$ cat config.mk
export PLATFORM = sky130hd
export DESIGN_NAME = spi_eeprom_seq_flat
export DESIGN_NICKNAME = d
export VERILOG_FILES = /design/src/rtl/spi_eeprom_seq_if.sv /design/src/rtl/spi_eeprom_seq.sv /design/src/flat_wrapper.sv
export SDC_FILE = /design/constraint.sdc
export NUM_CORES = 1
export LEC_CHECK = 0
export ABC_CLOCK_PERIOD_IN_PS = 2000
export CAP_MARGIN = 10
export CORE_ASPECT_RATIO = 0.5
export CORE_MARGIN = 2
export CORE_UTILIZATION = 30
export CTS_CLUSTER_DIAMETER = 120
export DETAILED_ROUTE_END_ITERATION = 12
export PLACE_DENSITY = 0.65
export SKIP_CTS_REPAIR_TIMING = 1
export SYNTH_ARGS = -nofsm -noshare
export SYNTH_HDL_FRONTEND = slang
export SYNTH_SLANG_ARGS = --single-unit
$ cat constraint.sdc
create_clock -name clk -period 2 [get_ports clk]
set_input_delay 0.5 -clock clk [delete_from_list [all_inputs] [get_ports clk]]
set_output_delay 0.5 -clock clk [all_outputs]
set_load 0.03 [all_outputs]
$ cat src/rtl/spi_eeprom_seq_if.sv
// Request/response and SPI-master bundle for the EEPROM sequencer.
// The slave modport is the sequencer's view; master is the requester plus SPI master.
interface spi_eeprom_seq_if;
  logic        req_valid;
  logic        req_ready;
  logic        req_write;
  logic [15:0] req_addr;
  logic [7:0]  req_wdata;
  logic        rsp_valid;
  logic [7:0]  rsp_rdata;
  logic        rsp_err;
  logic [31:0] spi_din;
  logic        spi_en;
  logic [1:0]  spi_freq;
  logic [31:0] spi_dout;
  logic        spi_done;

  modport slave (
    input  req_valid, req_write, req_addr, req_wdata, spi_dout, spi_done,
    output req_ready, rsp_valid, rsp_rdata, rsp_err, spi_din, spi_en, spi_freq
  );

  modport master (
    output req_valid, req_write, req_addr, req_wdata, spi_dout, spi_done,
    input  req_ready, rsp_valid, rsp_rdata, rsp_err, spi_din, spi_en, spi_freq
  );
endinterface

$ cat src/rtl/spi_eeprom_seq.sv
// Byte read/write sequencer for a 25xx-style SPI EEPROM behind a 32-bit frame master.
// Writes run WREN, WRITE, then RDSR polling until WIP clears or the poll budget runs out.
module spi_eeprom_seq #(
  parameter logic [1:0] FREQ     = 2'b00,
  parameter int         FRAME_TO = 4096,
  parameter int         POLL_MAX = 255
) (
  input  logic             clk,
  input  logic             rst,
  spi_eeprom_seq_if.slave  bus
);
  localparam int TW = $clog2(FRAME_TO + 1);
  localparam int PW = $clog2(POLL_MAX + 1);

  typedef enum logic [2:0] {S_IDLE, S_RD, S_WREN, S_WR, S_POLL, S_RESP} state_t;
  // Each frame state walks LOAD (din valid, en low) -> ACTIVE (en high) -> DONE (en low).
  typedef enum logic [1:0] {P_LOAD, P_ACTIVE, P_DONE} phase_t;

  state_t        r_state, w_state_nxt;
  phase_t        r_phase, w_phase_nxt;
  logic [TW-1:0] r_timer;
  logic [PW-1:0] r_poll;
  logic [15:0]   r_addr;
  logic [7:0]    r_wdata, r_rx, r_rdata;
  logic          r_wip, r_err;
  logic          w_in_frame, w_active, w_done, w_timeout, w_to_resp;
  logic [31:0]   w_din;

  assign w_in_frame = (r_state == S_RD) || (r_state == S_WREN) ||
                      (r_state == S_WR) || (r_state == S_POLL);
  assign w_active   = w_in_frame && (r_phase == P_ACTIVE);
  assign w_done     = w_active && bus.spi_done;
  assign w_timeout  = w_active && !bus.spi_done && (r_timer == TW'(FRAME_TO - 1));
  assign w_to_resp  = (w_state_nxt == S_RESP) && (r_state != S_RESP);

  // NOTE: every output of this block gets a default first, so no path can infer a latch.
  always_comb begin
    w_state_nxt = r_state;
    w_phase_nxt = r_phase;
    case (r_state)
      S_IDLE: begin
        if (bus.req_valid) begin
          w_state_nxt = bus.req_write ? S_WREN : S_RD;
          w_phase_nxt = P_LOAD;
        end
      end
      S_RD, S_WREN, S_WR, S_POLL: begin
        case (r_phase)
          P_LOAD:   w_phase_nxt = P_ACTIVE;
          P_ACTIVE: begin
            if (bus.spi_done) begin
              w_phase_nxt = P_DONE;
            end else if (w_timeout) begin
              w_state_nxt = S_RESP;
              w_phase_nxt = P_LOAD;
            end
          end
          default: begin
            // DONE doubles as the first low cycle of the mandatory two-cycle gap.
            w_phase_nxt = P_LOAD;
            case (r_state)
              S_WREN:  w_state_nxt = S_WR;
              S_WR:    w_state_nxt = S_POLL;
              S_POLL:  w_state_nxt = (!r_wip || r_poll == PW'(POLL_MAX)) ? S_RESP : S_POLL;
              default: w_state_nxt = S_RESP;
            endcase
          end
        endcase
      end
      S_RESP:  w_state_nxt = S_IDLE;
      default: w_state_nxt = S_IDLE;
    endcase
  end

  always_comb begin
    w_din = 32'h0;
    case (r_state)
      S_RD:    w_din = {8'h03, r_addr, 8'h00};
      S_WREN:  w_din = {8'h06, 24'h0};
      S_WR:    w_din = {8'h02, r_addr, r_wdata};
      S_POLL:  w_din = {8'h05, 24'h0};
      default: w_din = 32'h0;
    endcase
  end

  // NOTE: sequential state uses non-blocking assignments so all registers update together.
  always_ff @(posedge clk) begin
    if (rst) begin
      r_state <= S_IDLE;
      r_phase <= P_LOAD;
      r_timer <= '0;
      r_poll  <= '0;
      r_addr  <= '0;
      r_wdata <= '0;
      r_rx    <= '0;
      r_rdata <= '0;
      r_wip   <= 1'b0;
      r_err   <= 1'b0;
    end else begin
      r_state <= w_state_nxt;
      r_phase <= w_phase_nxt;
      r_timer <= w_active ? r_timer + 1'b1 : '0;
      if (r_state == S_IDLE && bus.req_valid) begin
        r_addr  <= bus.req_addr;
        r_wdata <= bus.req_write ? bus.req_wdata : 8'h00;
      end
      if (w_done) begin
        if (r_state == S_RD) r_rx <= bus.spi_dout[7:0];
        if (r_state == S_WR) r_poll <= '0;
        if (r_state == S_POLL) begin
          r_wip <= bus.spi_dout[16];
          if (bus.spi_dout[16]) r_poll <= r_poll + 1'b1;
        end
      end
      if (w_to_resp) begin
        r_rdata <= (r_state == S_RD && !w_timeout) ? r_rx : 8'h00;
        r_err   <= w_timeout || (r_state == S_POLL && r_wip);
      end
    end
  end

  assign bus.req_ready = (r_state == S_IDLE);
  assign bus.rsp_valid = (r_state == S_RESP);
  assign bus.rsp_rdata = r_rdata;
  assign bus.rsp_err   = r_err;
  assign bus.spi_din   = w_din;
  assign bus.spi_en    = w_active;
  assign bus.spi_freq  = FREQ;
endmodule

$ cat src/flat_wrapper.sv
// flat-port wrapper written by rule: the top's interface ports become plain ports
module spi_eeprom_seq_flat 
#(
  parameter logic [1:0] FREQ     = 2'b00,
  parameter int         FRAME_TO = 4096,
  parameter int         POLL_MAX = 255
)
  (clk, rst, bus_req_valid, bus_req_write, bus_req_addr, bus_req_wdata, bus_spi_dout, bus_spi_done, bus_req_ready, bus_rsp_valid, bus_rsp_rdata, bus_rsp_err, bus_spi_din, bus_spi_en, bus_spi_freq);
  spi_eeprom_seq_if bus_i ();
  input  logic clk;
  input  logic rst;
  input wire logic [$bits(bus_i.req_valid)-1:0] bus_req_valid;
  input wire logic [$bits(bus_i.req_write)-1:0] bus_req_write;
  input wire logic [$bits(bus_i.req_addr)-1:0] bus_req_addr;
  input wire logic [$bits(bus_i.req_wdata)-1:0] bus_req_wdata;
  input wire logic [$bits(bus_i.spi_dout)-1:0] bus_spi_dout;
  input wire logic [$bits(bus_i.spi_done)-1:0] bus_spi_done;
  output wire logic [$bits(bus_i.req_ready)-1:0] bus_req_ready;
  output wire logic [$bits(bus_i.rsp_valid)-1:0] bus_rsp_valid;
  output wire logic [$bits(bus_i.rsp_rdata)-1:0] bus_rsp_rdata;
  output wire logic [$bits(bus_i.rsp_err)-1:0] bus_rsp_err;
  output wire logic [$bits(bus_i.spi_din)-1:0] bus_spi_din;
  output wire logic [$bits(bus_i.spi_en)-1:0] bus_spi_en;
  output wire logic [$bits(bus_i.spi_freq)-1:0] bus_spi_freq;
  assign bus_i.req_valid = bus_req_valid;
  assign bus_i.req_write = bus_req_write;
  assign bus_i.req_addr = bus_req_addr;
  assign bus_i.req_wdata = bus_req_wdata;
  assign bus_i.spi_dout = bus_spi_dout;
  assign bus_i.spi_done = bus_spi_done;
  assign bus_req_ready = bus_i.req_ready;
  assign bus_rsp_valid = bus_i.rsp_valid;
  assign bus_rsp_rdata = bus_i.rsp_rdata;
  assign bus_rsp_err = bus_i.rsp_err;
  assign bus_spi_din = bus_i.spi_din;
  assign bus_spi_en = bus_i.spi_en;
  assign bus_spi_freq = bus_i.spi_freq;
  spi_eeprom_seq #(.FREQ(FREQ), .FRAME_TO(FRAME_TO), .POLL_MAX(POLL_MAX)) u_core (.clk(clk), .rst(rst), .bus(bus_i));
endmodule
; ---- Word-level counts from Yosys, hierarchy flattened
; Index checks and enable logic that the tools add are counted.
; W data, S select, Z words.
[classes]
n_reduce_logical = 24
n_div = 0
n_mul = 0
magnitude_cmp = 0
addsub = 2
bitwise = 1
eq_ne = 12
shift = 0
mux = 19
[ops]
columns = cell, n
row1 = $pmux W27 S4, 1
row2 = $mux W8, 5
row3 = $add A13 B1 Y13 const B, 1
row4 = $eq A13 B12 Y1 const B, 1
row5 = $pmux W3 S2, 2
row6 = $eq A3 B3 Y1 const B, 3
row7 = $mux W3, 3
row8 = $pmux W3 S3, 1
row9 = $add A8 B1 Y8 const B, 1
row10 = $eq A8 B8 Y1 const B, 1
row11 = $logic_and A1 B1 Y1, 8
row12 = $mux W2, 4
row13 = $pmux W2 S2, 2
row14 = $eq A3 B2 Y1 const B, 2
row15 = $logic_or A1 B1 Y1, 5
row16 = $ne A4 B3 Y1 const B, 1
row17 = $reduce_and A2 Y1, 2
row18 = $reduce_or A4 Y1, 1
row19 = $eq A3 B1 Y1 const B, 1
row20 = $logic_not A1 Y1, 3
row21 = $logic_not A3 Y1, 1
row22 = $ne A3 B3 Y1 const B, 1
row23 = $reduce_and A3 Y1, 1
row24 = $eq A2 B1 Y1 const B, 1
row25 = other kinds (6), 6
[word_totals]
ramBits = 0
latch_bits = 0
output_inout_bits = 46
memories = 0
reg_bits = 68
mem_bits_ro = 0

; ---- Logic depth before layout (Yosys ltp)
[logic_depth]
word_depth = 13
depth_mapped = 7
mapped_depth_nobuf = 6

; ---- Worst setup path before layout
; OpenSTA, ideal clock, no wires.
[synth_timing]
kind = reg2out
from = reg u_core.r_state[0]
to = out bus_spi_din[1]
stages_incl_launch_ff = 5
t_required_ps = 1500
arrival_time_ps = 1548
slack_ps = -48
cell_sequence = dfxtp_1 clkbuf_1 nor2b_1 clkbuf_1 and3_1
[synth_via]
elab_chain_cells = 2
elab_cells_between_ends = 5
[synth_rtl]
columns = item, line_no
row1 = start: declaration, spi_eeprom_seq.sv:19  ; state_t r_state, w_state_nxt;
row2 = start signal: assignment, spi_eeprom_seq.sv:100  ; r_state <= w_state_nxt;
row3 = "$eq A3 B3 Y1, or another cell as far along", spi_eeprom_seq.sv:77  ; case (r_state)
row4 = $pmux W27 S4 *, spi_eeprom_seq.sv:77
row5 = end: declaration, flat_wrapper.sv:22  ; output wire logic [$bits(bus_i.spi_din)-1:0] bus_spi_din;
; Mark *: on every way between the ends. The rest lies on a longest branch, timed or not.

; ---- Worst setup path in the final report
[layout_timing]
from = reg u_core.r_state[2]
to = out bus_spi_din[3]
; Same word-level chain as after synthesis.

==> flow_summary.json <==
{
  "status": "completed",
  "htreeDepth": 3,
  "finClkSkew_ns": 0.00767,
  "vias": 2783,
  "start_kind": "register",
  "coreArea_mm2": 0.00967,
  "grt_first_pass_wirelength_um": 11900,
  "synth_cell_types": 51,
  "nets": 520,
  "ant_nets": 0,
  "reg2reg_depth": 6,
  "drv_cap": 0,
  "io_pins": 107,
  "cp.arrival_ns": 1.46,
  "synth_xor_area_share_pct": 4.01,
  "grt_pass1_vias": 2544,
  "required_ns": 1.50,
  "start_util_pct": 31.6,
  "ys_ff_latch": 68,
  "area_delta_synth_final_pct": 44.8,
  "drt-total-wl_um": 7430,
  "clkLatencyLatePin_ns": 0.33,
  "first_pass_iters": 4,
  "place_hpwl_um": 5170,
  "rsz0062_at_grt": "yes",
  "cts_buffers": 9,
  "grtUsageTotal_pct": 13.5,
  "postSynth.asyncResetShare_pct": 0,
  "placed_cells": 580,
  "wl_per_cell_um": 12.5,
  "synthTopCellsByCount": "dfxtp_1 (68), nand2_1 (55), a21oi_1 (38)",
  "power_density_mw_per_mm2": 752,
  "yosysMostFrequentCell": "dfxtp_1",
  "max_freq_ghz": 0.509,
  "yosys.area_share.simple_pct": 27.9,
  "antenna_found_initial": 0,
  "clk_pin_slew_worst_paths_ns": 0.06,
  "place_ws_ns": -0.236,
  "synth_ff_type": "dfxtp_1",
  "dieWidth_um": 147,
  "synth_compound_area_share_pct": 14.7,
  "period_minus_slack_ns": 1.96,
  "clock_tree.root_cell": "clkbuf_16",
  "holdCritPathClass": "register to register",
  "n_antenna_cell": 0,
  "end_kind": "primary output",
  "die_h_um": 75.4,
  "place.gp.congestion": 0.867,
  "port_buffers": 76,
  "synthMuxAreaShare_pct": 2.62,
  "path_max_fanout": 24,
  "whs_path_depth": 2,
  "yosysTopAreaCellShare_pct": 44.5,
  "yosys_warnings": 0,
  "grt_start_max_net_pins": 26,
  "synthAdderAreaFrac_pct": 0.818,
  "avgSynthCellArea_um2": 8.40,
  "ir_drop_uv": 364,
  "cts_tree": "done",
  "synth_edf_count": 0,
  "period_share_pct": 98.2,
  "syn_inst": 364,
  "setup_viol": 0,
  "syn_area_mm2": 0.00306,
  "synth_area_leaders": "dfxtp_1 (45%), nand2_1 (6.8%), a21oi_1 (6.2%)",
  "criticalPathCategory": "register to primary output",
  "setup_ws_ns": 0.0357,
  "drcViolationCount": 0,
  "stdcell_count": 597,
  "final_layout_size_suffix_gt1_share_pct": 20.6,
  "drt_iter0_markers": 158,
  "maxSlewViolCount": 0,
  "hold_viol": 0,
  "clkSinkCount": 68,
  "fp-row-count": 25,
  "p_leak_nw": 1.78,
  "viasPerCell": 4.66,
  "synth.largest_area_cell": "dfxtp_1",
  "cts_buffer_depth": 2,
  "grt_overflow": 0,
  "dieArea_mm2": 0.0111,
  "yosysSeqAreaShare_pct": 44.5,
  "synth_top_family_by_area": "simple AND/OR/NAND/NOR gates"
}
==> routing by layer <==
layer	vias to the layer above	wire, um	track usage [%]
met1	1309	3450	16.3
met4	0	102	4.85
met3	10	282	4.61
li1	1426	-	-
met2	38	3600	23.3
met5	-	0	0
==> logic make-up after synthesis <==
family / count (synthesis)
buffers and inverters: 34
DFF: 68
muxes: 8
xor gates and xnor gates: 14
other: 1
AOI/OAI and AO/OA: 69
adders and majority gates: 2
and+or+nand+nor: 168
==> area by class of cell <==
type	count	area, um^2
Fill cell	940	5240
Multi-Input combinational cell	268	1600
Sequential cell	68	1370
Timing Repair Buffer	105	966
Clock buffer	12	256
Tap cell	135	169
Clock inverter	4	47.5
Inverter	5	18.8
==> path summary, 6_finish.rpt <==
path                     start                 endpoint  slack (ns)
max          u_core.r_state[2]           bus_spi_din[3]        0.04
min reg2reg  u_core.r_wdata[1]        u_core.r_wdata[1]        0.45
max reg2reg  u_core.r_timer[1]  u_core.bus.rsp_rdata[5]        0.09
min          u_core.r_wdata[1]        u_core.r_wdata[1]        0.45
==> worst max-delay path: stages (launching register included) <==
cell	delay, ns
dfxtp_2	0.35
buf_6	0.15
nor2b_4	0.15
buf_12	0.16
and3_1	0.18
buf_6	0.14
==> where the power goes <==
| part | switching, mW | internal [mW] | total, mW |
|---|---|---|---|
| clock network | 0.562 | 1.03 | 1.59 |
| registers | 0.0197 | 1.39 | 1.41 |
| logic | 0.173 | 0.157 | 0.331 |
| total | 0.755 | 2.57 | 3.33 |
==> state kept, by name, summed over array words and instances, names as in the netlist <==
name,count
u_core.bus.rsp_err,1
u_core.bus.rsp_rdata,8
u_core.r_addr,16
u_core.r_phase,2
u_core.r_poll,8
u_core.r_rx,8
u_core.r_state,3
u_core.r_timer,13
u_core.r_wdata,8
u_core.r_wip,1
==> placed cells by master, fill, tap and decap left out, types with 2 or more instances in the layout <==
| cell | synthesis | layout |
|---|---|---|
| a22o_1 | 8 | 8 |
| a21o_1 | 3 | 3 |
| o21ai_2 | 1 | 2 |
| nor2b_1 | 4 | 3 |
| o21ai_0 | 7 | 7 |
| buf_4 | 7 | 47 |
| xor2_1 | 8 | 8 |
| conb_1 | 1 | 7 |
| buf_12 | 0 | 2 |
| and2_1 | 17 | 17 |
| nand4_1 | 6 | 6 |
| clkbuf_16 | 0 | 9 |
| inv_1 | 4 | 4 |
| nor4_1 | 4 | 4 |
| xnor2_1 | 6 | 6 |
| nand2_1 | 55 | 55 |
| dfxtp_2 | 0 | 3 |
| buf_6 | 0 | 10 |
| nor3_1 | 3 | 3 |
| o31ai_1 | 2 | 2 |
| clkinv_2 | 0 | 2 |
| a21oi_1 | 38 | 38 |
| and3_1 | 9 | 9 |
| nand3_1 | 16 | 16 |
| clkdlybuf4s50_1 | 0 | 46 |
| nor2_1 | 34 | 34 |
| mux2i_1 | 8 | 8 |
| dfxtp_1 | 68 | 64 |
| nand2b_1 | 2 | 2 |
| clkbuf_8 | 0 | 2 |
| or3_1 | 4 | 3 |
==> per-stage QoR <==
| stage | setup TNS [ns] | utilization, % | area [um^2] | hold WS, ns | power, mW |
|---|---|---|---|---|---|
| global route | -0.0967 | 45.8 | 4430 | 0.464 | 3.47 |
| CTS | -3.58 | 44.8 | 4330 | 0.447 | 3.37 |
| global placement | -2.05 | 41.7 | 4030 | 0.435 | 1.76 |
| detailed placement | -2.17 | 41.7 | 4030 | 0.439 | 1.76 |
| floorplan | 0 | - | 3080 | 0.427 | 1.62 |
| finish | 0 | 45.8 | 4430 | 0.446 | 3.33 |
Power figures use the tool's default switching activity.
==> variant 1: new RTL, config.mk and constraints unchanged <==
The 3 values of `phase_t` get a one-hot encoding in 3 bits.
--- a/src/rtl/spi_eeprom_seq.sv
+++ b/src/rtl/spi_eeprom_seq.sv
@@ -14,7 +14,7 @@
 
   typedef enum logic [2:0] {S_IDLE, S_RD, S_WREN, S_WR, S_POLL, S_RESP} state_t;
   // Each frame state walks LOAD (din valid, en low) -> ACTIVE (en high) -> DONE (en low).
-  typedef enum logic [1:0] {P_LOAD, P_ACTIVE, P_DONE} phase_t;
+  typedef enum logic [2:0] {P_LOAD = 3'b001, P_ACTIVE = 3'b010, P_DONE = 3'b100} phase_t;
 
   state_t        r_state, w_state_nxt;
   phase_t        r_phase, w_phase_nxt;
Behaviour: same outputs for any inputs over 10 cycles, from zero or initial values and one cycle with rst high; not proved beyond that.
==> variant 1 against the original RTL <==
  * Design area increased by 6.6%
  * The run now ends with setup timing left
  * Largest cell class unchanged
  * Critical path depth increased by 1
  * Sequential cell count increased by 1
  * Cell count increased by 3.5%
  * Setup slack got worse by 39 ps
  * Routed wire length increased by 12%
  * Via count increased by 4.0%
  * Count of clock-buffer cells in the layout decreased by 3
  * Synthesized area increased by 3.5%
  * Sequential share of layout area decreased by 1.5 points
Power is not compared: it rests on default switching activity, and its combinational part moved more than twofold at a synthesized area within 25%.
==> variant 1: results (changes against the original RTL) <==
Cell Count Post-Placement 595 (was 580); Slowest cell on crit path dfxtp_4 (was dfxtp_2); Worst Setup Slack, final -3.83 ps (was 35.7 ps); WL/cell 13.5 um (was 12.5 um); DRT Pass-1 Iters 4 (unchanged); DR WL met3 271 um (was 282 um); post-synthesis sequential area ratio 43.6% (was 44.5%); final worst path period share 100% (was 98.2%); CP max FO 7 (was 24); violated checks setup timing; gpl congestion 0.819 (was 0.867); top post-synthesis cells by area dfxtp_1 (44%), nand2_1 (6.0%), a21oi_1 (5.5%) (was dfxtp_1 (45%), nand2_1 (6.8%), a21oi_1 (6.2%)); Distinct cells, synth 52 (was 51); pre-CTS setup slack -265 ps (was -236 ps); HPWL Detailed 5630 um (was 5170 um); Site Rows 26 (was 25); global-route wire length before repair 13200 um (was 11900 um); H-tree level count 3 (unchanged); synthesis warning total 0 (unchanged); endpoints failing setup 1 (was 0); crit path DAT 1500 ps (was 1460 ps); status complete, but fails checks (was finished, final reports clean); Mapped Cells 378 (was 364); total number of vias 2895 (was 2783); placed cell areas 4120 um2 (was 4030 um2); clk buf depth 2 (unchanged); met2 wire length 4010 um (was 3600 um); WL final 8330 um (was 7430 um); NumNets Final 536 (was 520); GRT Util Overall 14.5% (was 13.5%); FILL cells 984 (was 940); clk_skew 4.28 ps (was 7.67 ps); n_diodes 0 (unchanged); met1 wire length 3940 um (was 3450 um); Commonest cells post-synth dfxtp_1 (69), nand2_1 (51), nor2_1 (39) (was dfxtp_1 (68), nand2_1 (55), a21oi_1 (38)); vias in the first global route 2683 (was 2544); ratio of cells with drive above 1 in the final layout 23.6% (was 20.6%)
## variant 1: logic make-up (layout without fill, tap and decap cells)
logic type / Yosys count / count (layout) / share of synthesized area, %
AND/OR/NAND/NOR: 178 / 178 / 28.9
AO/OA/AOI/OAI: 71 / 71 / 14.4
flip-flops: 69 / 69 / 43.6
buffers and inverters: 34 / 128 / 5.41
XOR/XNOR: 14 / 14 / 3.87
multiplexers: 9 / 9 / 2.85
adder cells (fa/ha/maj): 2 / 2 / 0.790
other: 1 / 7 / 0.118
## variant 1: area by class of cell
| class | instances | area (um2) | area share (%) |
|---|---|---|---|
| clock buffer | 9 | 225 | 4.77 |
| tap | 140 | 175 | 3.71 |
| timing repair buffer | 108 | 1100 | 23.2 |
| clock inverter | 7 | 90.1 | 1.91 |
| inverter | 4 | 16.3 | 0.344 |
| sequential | 69 | 1390 | 29.4 |
| multi-input combinational | 281 | 1730 | 36.6 |
## variant 1: worst max-delay path, delay by kind of cell, from the launching register on
family        cells  cell delay [ps]
buf+inv           4              520
simple gates      2              300
flops             1              360
## variant 1: final timing paths
kind                     startpoint  cells after the start                 endpoint  slack [ps]
setup / recovery  u_core.r_state[2]                      6           bus_spi_din[1]          -4
hold / removal     u_core.r_addr[3]                      2         u_core.r_addr[3]         450
hold reg to reg    u_core.r_addr[3]                      2         u_core.r_addr[3]         450
setup reg to reg  u_core.r_state[2]                      6  u_core.bus.rsp_rdata[6]         100
## variant 1: per-layer routing
layer / vias to the layer above / GRT usage [%]
li1: 1481 / -
met1: 1359 / 17.8
met2: 44 / 24.4
met3: 11 / 4.25
met4: 0 / 4.86
met5: - / 0
## variant 1: power by group
group | internal [mW] | switching (mW)
clock | 1.08 | 0.574
sequential | 1.51 | 0.100
combinational | 0.643 | 0.815
total | 3.23 | 1.49
==> variant 2: new RTL, same settings <==
Without the edit above. `FRAME_TO` is set to 4096 in 2 places; all go to 1024.
--- a/src/rtl/spi_eeprom_seq.sv
+++ b/src/rtl/spi_eeprom_seq.sv
@@ -2,7 +2,7 @@
 // Writes run WREN, WRITE, then RDSR polling until WIP clears or the poll budget runs out.
 module spi_eeprom_seq #(
   parameter logic [1:0] FREQ     = 2'b00,
-  parameter int         FRAME_TO = 4096,
+  parameter int         FRAME_TO = 1024,
   parameter int         POLL_MAX = 255
 ) (
   input  logic             clk,
--- a/src/flat_wrapper.sv
+++ b/src/flat_wrapper.sv
@@ -2,7 +2,7 @@
 module spi_eeprom_seq_flat 
 #(
   parameter logic [1:0] FREQ     = 2'b00,
-  parameter int         FRAME_TO = 4096,
+  parameter int         FRAME_TO = 1024,
   parameter int         POLL_MAX = 255
 )
   (clk, rst, bus_req_valid, bus_req_write, bus_req_addr, bus_req_wdata, bus_spi_dout, bus_spi_done, bus_req_ready, bus_rsp_valid, bus_rsp_rdata, bus_rsp_err, bus_spi_din, bus_spi_en, bus_spi_freq);
Formal check against the unedited RTL: no difference found for any inputs over 10 cycles, from zero or initial values and one cycle with rst high; that may be too few to reach the edited logic, so the function may still have changed.
==> variant 2 against the original RTL <==
  * The flow now finishes with violations (setup timing)
  * Utilization down 0.82 points
  * Routed wire length is 1.7% lower
  * Power is 2.1% lower
  * Synthesized area down 3.8%
  * Design area shrank 3.7%
  * Sequential cell count fell by 2
  * Setup slack lost 75 ps
  * Register-to-register slack is essentially flat
  * Largest power group unchanged
==> variant 2: results (changes against the original RTL) <==
fin cells 588 (was 597); Distinct cells, synth 48 (was 51); NumNets Final 511 (was 520); violated checks setup timing; global-route wire length before repair 11900 um (about the same); largest net degree at the start of global routing 25 (was 26); WL final 7300 um (was 7430 um); status complete, but fails checks (was finished, final reports clean); GRT Util Overall 14.2% (was 13.5%); top post-synthesis cells by area dfxtp_1 (45%), nand2_1 (7.7%), nor2_1 (5.0%) (was dfxtp_1 (45%), nand2_1 (6.8%), a21oi_1 (6.2%)); via/cell ratio 4.52 (was 4.66); gpl congestion 0.769 (was 0.867); met2 Use GR 23.4% (was 23.3%); Top Registers u_core.r_addr: 16 flops, u_core.r_timer: 11 flops (was u_core.r_addr: 16 flops, u_core.r_timer: 13 flops); Commonest cells post-synth dfxtp_1 (66), nand2_1 (60), nor2_1 (39) (was dfxtp_1 (68), nand2_1 (55), a21oi_1 (38)); HPWL Detailed 5240 um (was 5170 um); Worst Setup Slack, final -39.3 ps (was 35.7 ps); Leak 1.78 nW (about the same); endpoints failing setup 1 (was 0); ratio of cells with drive above 1 in the final layout 18.8% (was 20.6%); M1 GR Usage 18.1% (was 16.3%); Initial DRC Count 124 (was 158); crit path DAT 1540 ps (was 1460 ps); clk_skew 5.64 ps (was 7.67 ps); Mean Syn Cell Area 8.33 um2 (was 8.40 um2); VDD IR max 0.000406 V (was 0.000364 V); CP max FO 8 (was 24); Cell Count Post-Placement 572 (was 580); met3 GRT Util 3.48% (was 4.61%); placed cell areas 3950 um2 (was 4030 um2); post-synthesis sequential area ratio 44.9% (was 44.5%); n_diodes 0 (unchanged); clk buf depth 2 (unchanged)
-- variant 2: area by class of cell --
type,count,area [um2]
Multi-Input combinational cell,262,1490
Fill cell,947,5210
Clock inverter,4,51.3
Tap cell,135,169
Timing Repair Buffer,106,971
Inverter,3,16.3
Clock buffer,12,246
Sequential cell,66,1320
-- variant 2: kinds of logic (layout without fill, tap and decap cells) --
family	Yosys count	count (layout)	synth area share, %
buf+inv	31	125	5.74
xor+xnor	11	11	3.28
other cells	1	7	0.128
simple gates	166	166	27.2
compound gates	68	68	15.1
fa+ha+maj	2	2	0.851
flops	66	66	44.9
mux	8	8	2.72
-- variant 2: through the flow --
stage	power (mW)	setup WS [ps]	hold slack, ps	TNS [ps]
global route	3.40	-88.2	465	-412
CTS	3.30	-260	446	-2560
detailed placement	1.74	-146	439	-1480
floorplan	1.58	85.4	413	0
finish	3.26	-39.3	445	-39.3
global placement	1.74	-130	428	-1310
-- variant 2: final timing paths --
path,start,endpoint,slack [ps],depth (start not counted)
max,u_core.r_state[2],bus_spi_en,-40,4
min,u_core.r_wdata[3],u_core.r_wdata[3],450,2
max reg2reg,u_core.r_state[2],u_core.bus.rsp_rdata[3],90,5
min reg2reg,u_core.r_wdata[3],u_core.r_wdata[3],450,2
-- variant 2: layer usage --
layer / vias to the layer above / part of all wire (%)
li1: 1380 / -
met1: 1229 / 48
met2: 43 / 47
met3: 6 / 3.5
met4: 0 / 1.0
met5: - / 0
-- variant 2: critical path, cell delays in order (launching register included) --
cell     delay (ps)
dfxtp_1         380
or3_4           470
nand2_1         160
nor2_4           70
buf_12          130
-- variant 2: where the power goes --
group | switching [mW] | internal, mW
Combinational | 0.184 | 0.168
Clock | 0.543 | 0.998
Sequential | 0.0167 | 1.35
Total | 0.744 | 2.52
